**src/rtl/rv_decode_pkg.sv**
```systemverilog
// rv_decode_pkg: RV64I opcode constants and instruction format codes
package rv_decode_pkg;
  localparam logic [6:0] OP_LOAD   = 7'b0000011;
  localparam logic [6:0] OP_IMM    = 7'b0010011;
  localparam logic [6:0] OP_IMM32  = 7'b0011011;
  localparam logic [6:0] OP_JALR   = 7'b1100111;
  localparam logic [6:0] OP_FENCE  = 7'b0001111;
  localparam logic [6:0] OP_SYSTEM = 7'b1110011;
  localparam logic [6:0] OP_STORE  = 7'b0100011;
  localparam logic [6:0] OP_BRANCH = 7'b1100011;
  localparam logic [6:0] OP_LUI    = 7'b0110111;
  localparam logic [6:0] OP_AUIPC  = 7'b0010111;
  localparam logic [6:0] OP_JAL    = 7'b1101111;
  localparam logic [6:0] OP_OP     = 7'b0110011;
  localparam logic [6:0] OP_OP32   = 7'b0111011;
  typedef enum logic [2:0] {
    FMT_R = 3'd0,
    FMT_I = 3'd1,
    FMT_S = 3'd2,
    FMT_B = 3'd3,
    FMT_U = 3'd4,
    FMT_J = 3'd5
  } fmt_t;
endpackage

```
**src/rtl/rv_imm_gen.sv**
```systemverilog
// rv_imm_gen: classifies instruction format and builds the sign-extended immediate
module rv_imm_gen
  import rv_decode_pkg::*;
#(
  parameter int WORDSIZE = 64
) (
  input  logic [31:0]         instruction,
  output logic [2:0]          format,
  output logic [WORDSIZE-1:0] imm,
  output logic                illegal
);
  logic s;
  fmt_t f;
  assign s = instruction[31];
  assign format = f;
  always_comb begin
    f = FMT_R;
    illegal = 1'b0;
    case (instruction[6:0])
      OP_OP, OP_OP32: f = FMT_R;
      OP_LOAD, OP_IMM, OP_IMM32, OP_JALR, OP_FENCE, OP_SYSTEM: f = FMT_I;
      OP_STORE: f = FMT_S;
      OP_BRANCH: f = FMT_B;
      OP_LUI, OP_AUIPC: f = FMT_U;
      OP_JAL: f = FMT_J;
      default: illegal = 1'b1;
    endcase
    imm = f == FMT_I ? {{(WORDSIZE-12){s}}, instruction[31:20]} :
          f == FMT_S ? {{(WORDSIZE-12){s}}, instruction[31:25], instruction[11:7]} :
          f == FMT_B ? {{(WORDSIZE-12){s}}, instruction[7], instruction[30:25], instruction[11:8], 1'b0} :
          f == FMT_U ? {{(WORDSIZE-32){s}}, instruction[31:12], 12'b0} :
          f == FMT_J ? {{(WORDSIZE-20){s}}, instruction[19:12], instruction[20], instruction[30:21], 1'b0} :
          '0;
  end
endmodule

```
**src/rtl/rv_decode_stage.sv**
```systemverilog
// rv_decode_stage: registered RV64I decode with valid/ready handshake and one-entry skid buffer
module rv_decode_stage
  import rv_decode_pkg::*;
#(
  parameter int WORDSIZE = 64,
  parameter int SIZE     = 32
) (
  input  logic                clk,
  input  logic                rst_n,
  input  logic                flush,
  input  logic                in_valid,
  output logic                in_ready,
  input  logic [SIZE-1:0]     instruction,
  output logic                out_valid,
  input  logic                out_ready,
  output logic [6:0]          funct7,
  output logic [4:0]          rs2,
  output logic [4:0]          rs1,
  output logic [2:0]          funct3,
  output logic [4:0]          rd,
  output logic [6:0]          op_code,
  output logic [2:0]          format,
  output logic [WORDSIZE-1:0] imm,
  output logic                illegal
);
  localparam int BW = SIZE + 4 + WORDSIZE;
  if (SIZE != 32) begin : g_size
    $error("rv_decode_stage: SIZE must be 32");
  end
  logic [2:0] dfmt;
  logic [WORDSIZE-1:0] dimm;
  logic dill, skid_v, acc, free;
  logic [BW-1:0] dec, out_q, skid_q;
  rv_imm_gen #(.WORDSIZE(WORDSIZE)) u_imm (
    .instruction(instruction),
    .format(dfmt),
    .imm(dimm),
    .illegal(dill)
  );
  // bundle layout: raw instruction bits (fields), format, illegal, immediate
  assign dec = {instruction, dfmt, dill, dimm};
  assign in_ready = !skid_v;
  assign acc = in_valid && in_ready;
  assign free = !out_valid || out_ready;
  always_ff @(posedge clk or negedge rst_n) begin
    if (!rst_n) begin
      out_valid <= 1'b0;
      skid_v <= 1'b0;
      out_q <= '0;
      skid_q <= '0;
    end else if (flush) begin
      out_valid <= 1'b0;
      skid_v <= 1'b0;
    end else if (free) begin
      out_valid <= skid_v || acc;
      skid_v <= 1'b0;
      if (skid_v) out_q <= skid_q;
      else if (acc) out_q <= dec;
    end else if (acc) begin
      skid_q <= dec;
      skid_v <= 1'b1;
    end
  end
  assign {funct7, rs2, rs1, funct3, rd, op_code, format, illegal, imm} = out_q;
endmodule

```
**config.mk**
```make
export PLATFORM = sky130hd
export DESIGN_NAME = rv_decode_stage
export DESIGN_NICKNAME = d
export VERILOG_FILES = /design/src/rtl/rv_decode_pkg.sv /design/src/rtl/rv_imm_gen.sv /design/src/rtl/rv_decode_stage.sv
export SDC_FILE = /design/constraint.sdc
export NUM_CORES = 1
export LEC_CHECK = 0
export ABC_AREA = 1
export BUFFER_PORTS_ARGS = -buffer_cell sky130_fd_sc_hd__buf_2
export CORE_ASPECT_RATIO = 1.1
export CORE_MARGIN = 2
export CORE_UTILIZATION = 60
export DETAILED_ROUTE_END_ITERATION = 7
export PLACE_DENSITY = 0.95
export SETUP_SLACK_MARGIN = 0.5
export SKIP_LAST_GASP = 1
export SYNTH_ARGS = -nofsm -noshare
export SYNTH_HDL_FRONTEND = slang
export SYNTH_SLANG_ARGS = --single-unit
```
**constraint.sdc**
```tcl
create_clock -name clk -period 5 [get_ports clk]
set_clock_uncertainty 0.05 [all_clocks]
set_input_delay 1.5 -clock clk [delete_from_list [all_inputs] [get_ports clk]]
set_output_delay 1.5 -clock clk [all_outputs]
set_load 0.02 [all_outputs]
```
* Yosys cells after proc, flatten, opt, wreduce, memory -nomap -nowiden
Index checks and enable logic that the tools add are counted.
** Storage, ports and cells
- Flip-flop bits (word level) :: 202
- Input bits :: 37
- Output and inout bits :: 102
- Word-level logic and storage cells :: 51
** Cells by class
- Equality and inequality tests :: 18
- Mux-type cells :: 14
- Bitwise logic cells :: 2
- Reduce and logical (&&, ||, !) cells :: 13
** Operator list (number)
- 64-bit two-way mux :: 5
- 100-bit two-way mux :: 2
- 7-bit by 6-bit equality test with 1-bit output, second input constant :: 4
- 7-bit equality test, second input constant :: 4
- 7-bit by 5-bit equality test with 1-bit output, second input constant :: 3
- 3-bit case mux with 5 select lines :: 1
- 13-bit OR reduction :: 1
- 7-bit by 2-bit equality test with 1-bit output, second input constant :: 1
- 7-bit by 4-bit equality test with 1-bit output, second input constant :: 1
- 3-bit by 2-bit equality test with 1-bit output, second input constant :: 2
- 3-bit equality test, second input constant :: 2
- 1-bit two-way mux :: 6
- 3-bit AND reduction :: 2
- 6-bit OR reduction :: 1
- 2-bit nonzero test :: 2
- 3-bit by 1-bit equality test with 1-bit output, second input constant :: 1
- 3-bit nonzero test :: 1
- 1-bit logical NOT :: 2
- 1-bit logical OR :: 2
- 1-bit NOT :: 2
- 2-bit OR reduction :: 1
- 1-bit logical AND :: 1

* Logic depth before layout (Yosys ltp)
- Word-level depth :: 11
- Gate-level depth with buffers :: 11
- Gate-level depth less buffers :: 10

* Cells and area by module
A second synthesis with hierarchy kept.
** Second synthesis, totals
- Cells, all modules :: 1445
- Area total of the unflattened synthesis :: 10468.8 sq um
** By module, submodules not included
- rv_decode_stage :: instances 1, cells each 1205, area an instance 9253.9 sq um
- rv_imm_gen :: instances 1, cells each 240, area an instance 1214.9 sq um

* Worst setup path before layout
No wires, ideal clock.
- Path kind :: input to register
- From :: input flush
- To :: register skid_q[84]
- Data arrival time :: 2634 ps
- Data required time :: 4820 ps
- Slack :: 2186 ps
- Cell stages on the path :: 7
- Buffers on the path :: 2
- Cell sequence :: or3_1 nor3_4 inv_2 buf_2 buf_2 nand2_1 o21ai_1
** Between the ends
- Cells in the longest elaborated chain, start to end :: 2
** RTL lines
- start, declared :: line rv_decode_stage.sv:10 : input logic flush,
- 1-bit NOT (no line)
- 3-bit AND reduction (no line)
- end signal, assigned :: line rv_decode_stage.sv:50 : skid_q <= '0;
- end signal, assigned :: line rv_decode_stage.sv:60 : skid_q <= dec;
- end, declared :: line rv_decode_stage.sv:33 : logic [BW-1:0] dec, out_q, skid_q;
Every way passes these cells.
A chain may end at the register's enable or synchronous reset.

* Worst setup path in the final report
- From :: input instruction[1]
- To :: register out_q[20]
** Between the ends
- Cells in the longest elaborated chain, start to end :: 11
- Elaborated cells on any way between the ends :: 26
** RTL lines
- start, declared :: line rv_decode_stage.sv:13 : input logic [SIZE-1:0] instruction,
- 7-bit by 2-bit equality test with 1-bit output, or another cell as far along :: line rv_imm_gen.sv:19 : case (instruction[6:0])
- 6-bit OR reduction or 2-bit OR reduction (tied branches) :: line rv_imm_gen.sv:19
- 3-bit case mux with 5 select lines * :: line rv_imm_gen.sv:19
- 3-bit equality test :: line rv_imm_gen.sv:32 : f == FMT_J ? {{(WORDSIZE-20){s}}, instruction[19:12], instruction[20], instruction[30:21], 1'b0} :
- 64-bit two-way mux :: line rv_imm_gen.sv:32
- 64-bit two-way mux :: line rv_imm_gen.sv:31 : f == FMT_U ? {{(WORDSIZE-32){s}}, instruction[31:12], 12'b0} :
- 64-bit two-way mux :: line rv_imm_gen.sv:30 : f == FMT_B ? {{(WORDSIZE-12){s}}, instruction[7], instruction[30:25], instruction[11:8], 1'b0} :
- 64-bit two-way mux :: line rv_imm_gen.sv:29 : f == FMT_S ? {{(WORDSIZE-12){s}}, instruction[31:25], instruction[11:7]} :
- 64-bit two-way mux * :: line rv_imm_gen.sv:28 : imm = f == FMT_I ? {{(WORDSIZE-12){s}}, instruction[31:20]} :
- 100-bit two-way mux * :: line rv_decode_stage.sv:58 : else if (acc) out_q <= dec;
- 100-bit two-way mux * :: line rv_decode_stage.sv:57 : if (skid_v) out_q <= skid_q;
- end signal, assigned :: line rv_decode_stage.sv:57
- end, declared :: line rv_decode_stage.sv:33
Every way passes the cells marked *; elsewhere a longest branch is shown, timed or not. The select of a mux whose other input is x is not followed.

==> flow_summary.yaml <==
power_and_ir_drop:
  vdd_drop_max_mv: 0.216
  p_per_area_mw_per_mm2: 401
  total_power_w: 0.00316
  p_leak_nw: 4.52
critical_path:
  reg2reg_from: "skid_v"
  cp.arrival_ns: 3.38
  r2r_slack_ns: 2.68
  crit_path_start_kind: "input pin"
  r2r_cells: 5
  path_max_fanout: 42
  worstPathRequired_ns: 5.26
  critPathCaptureType: "flop"
  r2r-end: "out_q[88]"
  crit_start: "instruction[1]"
  critPathKind: "input pin to flop"
floorplan:
  core_area_mm2: 0.0110
  die_h_um: 116
  die_w_um: 106
  initial_core_util_pct: 62.1
  ios: 139
  fp-row-count: 40
  die_area_mm2: 0.0123
cts:
  cts_hold_buffers: 0
  clock_latency_ns: 0.42
  cts_tree: "yes"
  cts_sinks: 138
  clk_pin_slew_ns: 0.05
  cts_buffers: 17
  clockRootBuffer: "clkbuf_16"
  postCtsSetupRepairBufs: 0
  cts_buffer_depth: 2
  h-tree-depth: 4
  cts_resized: 0
logic_synthesis:
  yosysWarningCount: 0
  synth_top_cell_by_area: "dfrtp_1"
  synthTopCellsByArea: "dfrtp_1 (51%), nand2_1 (15%), o21ai_0 (7.2%), nor2_1 (6.0%), nand3_1 (4.3%)"
  ys_seq_area_share_pct: 50.5
  synthTopCellsByCount: "nand2_1 (267), dfrtp_1 (138), nor2_1 (109)"
  async_flop_share_pct: 100
  synth_cell_types: 21
  syn_avg_cell_area_um2: 7.57
  ys_ff_latch: 138
  synth_edf_count: 0
  syn_area_mm2: 0.00684
  synthCells: 903
  synth.most_common_cell: "nand2_1"
  syn_nets: 940
  yosys_most_used_dff: "dfrtp_1"
  synth_top_area_share_pct: 50.5
timing:
  max_freq_mhz: 320
  finalSetupViolations: 0
  fin_setup_tns_ns: 0
  min_period_over_period_pct: 62.5
  max_slew_margin_pct: 29.4
  final_max_slew_viol_count: 0
  worst_pin_slew_ns: 1.06
  rsz0062_at_grt: "no"
  hold_violations: 0
  min_period_ns: 3.12
  hold-worst-slack_ns: 0.422
grt:
  grt_pass1_vias: 5721
  grt_first_pass_wirelength_um: 27700
  grt_max_degree: 114
  antenna_found_initial: 0
  gr-usage-all-layers_pct: 29.0
  grt_overflow: 0
run:
  maxCapViolations: 0
final_layout:
  fillCellCount: 864
  fin_util_pct: 71.5
  multiInputGateArea_mm2: 0.00269
  drive_above_1_share_pct: 18.4
  final_nets: 1020
  seqCellArea_mm2: 0.00345
  design_area_mm2: 0.00788
  syn_to_final_growth_pct: 15.2
routing:
  first_pass_iters: 7
  met1Wirelength_um: 6940
  via_per_inst: 5.53
  maxUsedRoutingLayer: "met4"
  num_vias: 6332
  met2_length_um: 8530
  wire_per_inst_um: 15.1
  wl_met3_um: 1340
  drtAntennaViolNets: 0
  drc: 0
  routed_wl_um: 17300
  drt_iter0_drc: 672
worst_hold_path:
  min_to: "out_q[5]"
  whs_path_depth: 2
  hold_start: "out_q[5]"
  hold_path_class: "flop to flop"
place:
  placed_area_mm2: 0.00732
  routabilityCongestion: 0.875
  hpwl_um: 11100
  io_buffers: 138
status:
  outcome: "complete, no violations"
==> routing by layer <==
metal / up-vias / GRT usage, %
met2: 315 / 48.1
li1: 3023 / -
met3: 59 / 6.69
met5: - / 0
met4: 0 / 11.5
met1: 2935 / 37.4
==> kinds of logic after synthesis <==
kind of cell / share of synthesized area [%]
AO/OA/AOI/OAI: 13.2
flip-flops: 50.5
buffers and inverters: 10.2
AND/OR/NAND/NOR: 26.1
==> power breakdown <==
| group | internal (W) | switching, W |
|---|---|---|
| clock | 0.000718 | 0.000457 |
| sequential | 0.00132 | 0.000108 |
| combinational | 0.000189 | 0.000371 |
==> worst max path at each step <==
| stage | to | slack, ns | cells after the start |
|---|---|---|---|
| after floorplan | skid_q[84] | 2.19 | 7 |
| after global placement | out_q[18] | 1.63 | 12 |
| after detailed placement | out_q[18] | 1.54 | 12 |
| after CTS | out_q[18] | 1.94 | 12 |
| after global routing | out_q[63] | 1.63 | 12 |
| final | out_q[20] | 1.88 | 12 |
==> worst max-delay path: stages <==
cell and delay, ns:
buf_2 0.11, nand2_1 0.12, inv_1 0.09, nand2_1 0.13, nor2_1 0.06, nor2_1 0.13, nand2_1 0.36, nand2_1 0.18
buf_4 0.40, nand3_1 0.14, nand2_1 0.11, nand2_1 0.05
==> sequential cells by signal (all words and copies together), names as in the netlist <==
signal and count:
skid_q 68, out_q 68, out_valid 1, skid_v 1
==> stage by stage <==
stage / worst slack (ns) / instances
5_1_grt: 1.63 / 1143
3_3_place_gp: 1.63 / 1111
2_1_floorplan: 2.19 / 903
3_5_place_dp: 1.54 / 1111
6_report: 1.88 / 1144
4_1_cts: 1.94 / 1143
==> cells in the final DEF (no fill, tap or decap), types with 7 or more instances in the layout <==
master     count
buf_2        137
clkbuf_16     17
a21oi_1       25
inv_1         57
o21ai_0       99
nand2_1      266
buf_4          7
nor2_1       109
o21ai_1       30
nand3_1       59
dfrtp_1      138
a31oi_1       21
==> cell type report <==
type	instances	area share, %
antenna	1	0.0318
clock buffer	24	6.12
clock inverter	8	0.874
inverter	59	2.81
multi-input combinational	621	34.2
sequential	138	43.9
tap	147	2.34
timing repair buffer	146	9.77
Note: power is estimated with default switching activity, not from simulation.
